<file path="config.mk">
export PLATFORM = sky130hd
export DESIGN_NAME = mem_responder
export DESIGN_NICKNAME = d
export VERILOG_FILES = /design/src/rtl/cpu_types_pkg.sv /design/src/rtl/mem_responder.sv
export SDC_FILE = /design/constraint.sdc
export NUM_CORES = 1
export LEC_CHECK = 0
export CORE_MARGIN = 8
export CORE_UTILIZATION = 40
export CTS_CLUSTER_DIAMETER = 50
export CTS_CLUSTER_SIZE = 40
export DETAILED_ROUTE_END_ITERATION = 6
export DONT_BUFFER_PORTS = 1
export HOLD_SLACK_MARGIN = 0.06
export SYNTH_ARGS = -nofsm -noshare
export SYNTH_HDL_FRONTEND = slang
export SYNTH_SLANG_ARGS = --single-unit
</file>
<file path="constraint.sdc">
create_clock -name CLK -period 1.6 [get_ports CLK]
set_input_delay 0.32 -clock CLK [delete_from_list [all_inputs] [get_ports CLK]]
set_output_delay 0.32 -clock CLK [all_outputs]
set_load 0.005 [all_outputs]
</file>
<file path="src/rtl/cpu_types_pkg.sv">
// cpu_types_pkg: shared word type and memory-responder state encoding
// Contents:
//   word_t     - 32-bit data/address word
//   memstate_t - responder FSM states IDLE, DACC, IACC, DONE
package cpu_types_pkg;
   typedef logic [31:0] word_t;
   typedef enum logic [1:0] {IDLE, DACC, IACC, DONE} memstate_t;
endpackage

</file>
<file path="src/rtl/mem_responder.sv">
// mem_responder: arbitrates fetch/data requests onto one RAM port and returns registered hits
// Ports:
//   CLK, nRST                      clock (rising edge), synchronous active-low reset
//   imemREN, imemaddr              fetch request level and word address
//   dmemREN, dmemWEN               data read/write request levels (write wins if both)
//   dmemaddr, dmemstore            data address and write data
//   ihit, dhit                     one-cycle completion pulses
//   imemload, dmemload             registered load data, held until the next read hit
//   ramREN, ramWEN                 RAM strobes, at most one high
//   ramaddr, ramstore              latched request address and write data
//   ramload, ramready              RAM read data and completion
//   memerr                         one-cycle pulse when an access times out
module mem_responder
   import cpu_types_pkg::*;
#(
   parameter int TIMEOUT = 64
) (
   input  logic  CLK,
   input  logic  nRST,
   input  logic  imemREN,
   input  word_t imemaddr,
   input  logic  dmemREN,
   input  logic  dmemWEN,
   input  word_t dmemaddr,
   input  word_t dmemstore,
   output logic  ihit,
   output logic  dhit,
   output word_t imemload,
   output word_t dmemload,
   output logic  ramREN,
   output logic  ramWEN,
   output word_t ramaddr,
   output word_t ramstore,
   input  word_t ramload,
   input  logic  ramready,
   output logic  memerr
);
   localparam int CW = $clog2(TIMEOUT + 1);
   memstate_t state_q, state_d;
   logic [CW-1:0] cnt_q, cnt_d, cnt_inc;
   logic lastd_q, lastd_d, isd_q, isd_d, we_q, we_d;
   logic ihit_q, ihit_d, dhit_q, dhit_d, err_q, err_d;
   word_t addr_q, addr_d, store_q, store_d, iload_q, iload_d, dload_q, dload_d;
   logic dreq, live;
   always_comb begin
      dreq = dmemREN | dmemWEN;
      // the access survives only while the requester that owns it keeps asking
      live = (state_q == IACC) ? imemREN : (we_q ? dmemWEN : dmemREN);
      cnt_inc = (cnt_q == CW'(TIMEOUT)) ? cnt_q : cnt_q + 1'b1;
      state_d = state_q;
      lastd_d = lastd_q;
      isd_d = isd_q;
      we_d = we_q;
      addr_d = addr_q;
      store_d = store_q;
      iload_d = iload_q;
      dload_d = dload_q;
      ihit_d = 1'b0;
      dhit_d = 1'b0;
      err_d = 1'b0;
      case (state_q)
         IDLE: begin
            // data wins unless a fetch is waiting and data had the last grant
            if (dreq && !(imemREN && lastd_q)) begin
               state_d = DACC;
               isd_d = 1'b1;
               we_d = dmemWEN;
               addr_d = dmemaddr;
               store_d = dmemstore;
            end else if (imemREN) begin
               state_d = IACC;
               isd_d = 1'b0;
               we_d = 1'b0;
               addr_d = imemaddr;
            end
         end
         DACC, IACC: begin
            if (!live) begin
               state_d = IDLE;
            end else if (ramready) begin
               state_d = DONE;
               ihit_d = !isd_q;
               dhit_d = isd_q;
               iload_d = (state_q == IACC) ? ramload : iload_q;
               dload_d = (state_q == DACC && !we_q) ? ramload : dload_q;
            end else if (cnt_inc == CW'(TIMEOUT)) begin
               state_d = IDLE;
               err_d = 1'b1;
            end
         end
         DONE: begin
            state_d = IDLE;
            lastd_d = isd_q;
         end
      endcase
      cnt_d = (state_d != state_q) ? '0 : cnt_inc;
   end
   always_ff @(posedge CLK) begin
      if (!nRST) begin
         state_q <= IDLE;
         cnt_q <= '0;
         lastd_q <= 1'b0;
         isd_q <= 1'b0;
         we_q <= 1'b0;
         addr_q <= '0;
         store_q <= '0;
         iload_q <= '0;
         dload_q <= '0;
         ihit_q <= 1'b0;
         dhit_q <= 1'b0;
         err_q <= 1'b0;
      end else begin
         state_q <= state_d;
         cnt_q <= cnt_d;
         lastd_q <= lastd_d;
         isd_q <= isd_d;
         we_q <= we_d;
         addr_q <= addr_d;
         store_q <= store_d;
         iload_q <= iload_d;
         dload_q <= dload_d;
         ihit_q <= ihit_d;
         dhit_q <= dhit_d;
         err_q <= err_d;
      end
   end
   assign ramREN = (state_q == IACC) || (state_q == DACC && !we_q);
   assign ramWEN = (state_q == DACC) && we_q;
   assign ramaddr = addr_q;
   assign ramstore = store_q;
   assign ihit = ihit_q;
   assign dhit = dhit_q;
   assign memerr = err_q;
   assign imemload = iload_q;
   assign dmemload = dload_q;
endmodule

</file>
==> metrics.cfg <==
[setup_path]
cp_data_arrival_time_ns = 1.45
reg2reg_from = cnt_q[0]
rrSetupSlack_ns = -0.15
crit_cells = 5
cp_slowest_cell = dfxtp_2
reg2reg_to = cnt_q[6]
critPathBufInv = 2
cp_data_required_time_ns = 1.28
cpLargestDelayFamily = simple AND/OR/NAND/NOR gates
crit_chain = inv_2, buf_6, ha_4, nor2b_4, or2_4
crit_path_max_fanout = 2
ff2ff_path_depth = 8
cp-end-kind = output port
start_kind = flop
path_class = flop to output port
crit_path_max_incr_delay_ns = 0.35

[place]
gp_congestion = 0.7952
place_ws_ns = -0.2070
port_buffers = 0
hpwl_um = 11970

[floorplanning]
io_pins = 267
die_area_mm2 = 0.01807
die_h_um = 134.4
initial_core_util = 0.4072
coreArea_mm2 = 0.01377
die_w_um = 134.4
rows = 43

[route]
routed_wl_um = 21870
drc = 0
ant_nets = 0
first_pass_iters = 5
wl_per_cell_um = 20.93
via_per_inst = 5.464
vias = 5710
drt-initial-drc-count = 291

[global_routing]
grt_usage = 0.2190
grt_max_degree = 132
overflow = 0
grt_pass1_vias = 5574
grt_pass1_wl_um = 30970
antenna_found_initial = 3

[power_and_ir_drop]
p_leak_nw = 3.482
totalPowerFinal_mw = 9.561
ir_worst_vdd_v = 0.0006284
p_per_area_mw_per_mm2 = 1046

[yosys]
synthTopCellsByCount = 269 x nand2_1, 143 x dfxtp_1, 100 x a21oi_1
yosysWarnings = 0
synth_ff_type = dfxtp_1
async_flop_share = 0
synth_nets = 845
synth_top_cell_by_area = dfxtp_1
netlist_instances = 703
ys_seq_area_frac = 0.5104
synthesis.area_mm2 = 0.005609
ys_top_cells_by_area = dfxtp_1 51%, nand2_1 18%, a21oi_1 8.9%
yosys_register_bits = 143
yosysTopAreaCellShare = 0.5104
yosysUniqueCellTypes = 46
synth_edf_count = 0
yosysMostFrequentCell = nand2_1
synth.avg_cell_area_um2 = 7.979

[timing]
slew_viol_final = 0
rsz0062_at_grt = true
setup_ws_ns = -0.1671
max_slew_margin = 0.4389
skew_ns = 0.005830
period_needed_ns = 1.767
tightestPinTransition_ns = 0.8416
fmax_mhz = 565.9
setup_viol_count_final = 70
finalHoldViolCount = 0
finalCritPeriodShare = 1.104

[cts]
path_clk_slew_ns = 0.06
cts_root_buf = clkbuf_16
ctsLongestPathBuffers = 2
cts_tree = yes
htreeDepth = 4
cts_buffers = 17
clk_latency_ns = 0.42
clock_sinks = 143

[status]
failed_checks = setup timing
status = finished, violations left

[hold_path]
hp-start = dmemaddr[7]
holdCritPathClass = input port to flop
hold_depth = 2
whs_endpoint = ramaddr[7]

[run]
maxCapViolations = 0

[finish]
nets = 992
fin_util = 0.6635
synthToLayoutAreaGrowth_pct = 62.93
layout-drive-gt1-share = 0.3063

-- power breakdown --
| part | switching (mW) | internal, mW | leakage [nW] |
|---|---|---|---|
| Sequential | 0.224 | 3.79 | 1.17 |
| Clock | 1.57 | 2.50 | 0.287 |
| Combinational | 0.764 | 0.713 | 2.02 |
-- sequential cells by signal, summed over array words and instances (netlist names) --
signal,count
ihit,1
cnt_q,7
ramaddr,32
isd_q,1
state_q,2
imemload,32
lastd_q,1
ramstore,32
we_q,1
memerr,1
dmemload,32
dhit,1
-- layout by cell type, fill, tap and decap left out, types with 12 or more instances in the layout --
master,instances
a21oi_2,65
buf_12,12
nor2_1,39
dfxtp_1,136
a311oi_1,32
nand2_4,60
a21oi_1,37
dlygate4sd3_1,125
nand2_1,201
buf_4,26
clkbuf_16,20
-- metal layers --
layer	global-route usage	part of all wire	up-vias
met2	0.3759	0.52	284
met1	0.2253	0.36	2731
met4	0.1042	0.024	0
met3	0.09424	0.094	45
li1	-	-	2650
met5	0	0	-
-- worst max-delay path by stage --
stage | start | to
detailed placement | cnt_q[0] | memerr
finish | state_q[1] | ramREN
global route | cnt_q[0] | cnt_q[6]
CTS | state_q[1] | ramREN
global placement | cnt_q[0] | memerr
floorplan | cnt_q[0] | memerr
-- logic make-up after synthesis --
logic type	share of synthesized area
simple gates	0.2387
fa+ha+maj	0.01785
xor+xnor	0.006247
flops	0.5104
buf+inv	0.04216
mux	0.006245
compound gates	0.1785
-- area by class of cell --
class	instances	area, um^2
clock buffers	19	442.9
well taps	180	225.2
multi-input cells	504	3411
clock inverters	12	157.7
inverters	5	28.78
fillers	975	4634
diodes	3	7.507
repair buffers	179	1989
flip-flops and latches	143	2877
-- what timing repair did --
| action | in CTS | in global routing |
|---|---|---|
| endpoints found under the setup margin | 42 | 80 |
| setup buffers | 11 | 6 |
| gates cloned | 7 | 3 |
| resized for setup | 29 | 216 |
| pin swaps | 10 | 95 |
| hold buffers | 124 | 1 |
| hold endpoints to repair | 130 | 1 |
-- through the flow --
step / area, um^2 / instances / hold WS [ns] / setup TNS, ns
final: 9139 / 1045 / 0.08212 / -3.961
after global routing: 9139 / 1045 / 0.06337 / -7.480
after CTS: 8219 / 1034 / 0.06017 / -5.238
after detailed placement: 5978 / 861 / 0.4621 / -0.9135
after global placement: 5978 / 861 / 0.4577 / -0.3921
after floorplan: 5637 / 703 / 0.4342 / -0.1022
-- worst register-to-register path, cell delays in order (launching register included) --
cell	delay [ns]
dfxtp_4	0.36
inv_4	0.07
ha_4	0.12
and4bb_4	0.25
and2_4	0.18
a32oi_2	0.07
a2111oi_4	0.35
buf_4	0.18
a211oi_2	0.05
(Power assumes the default switching activity.)
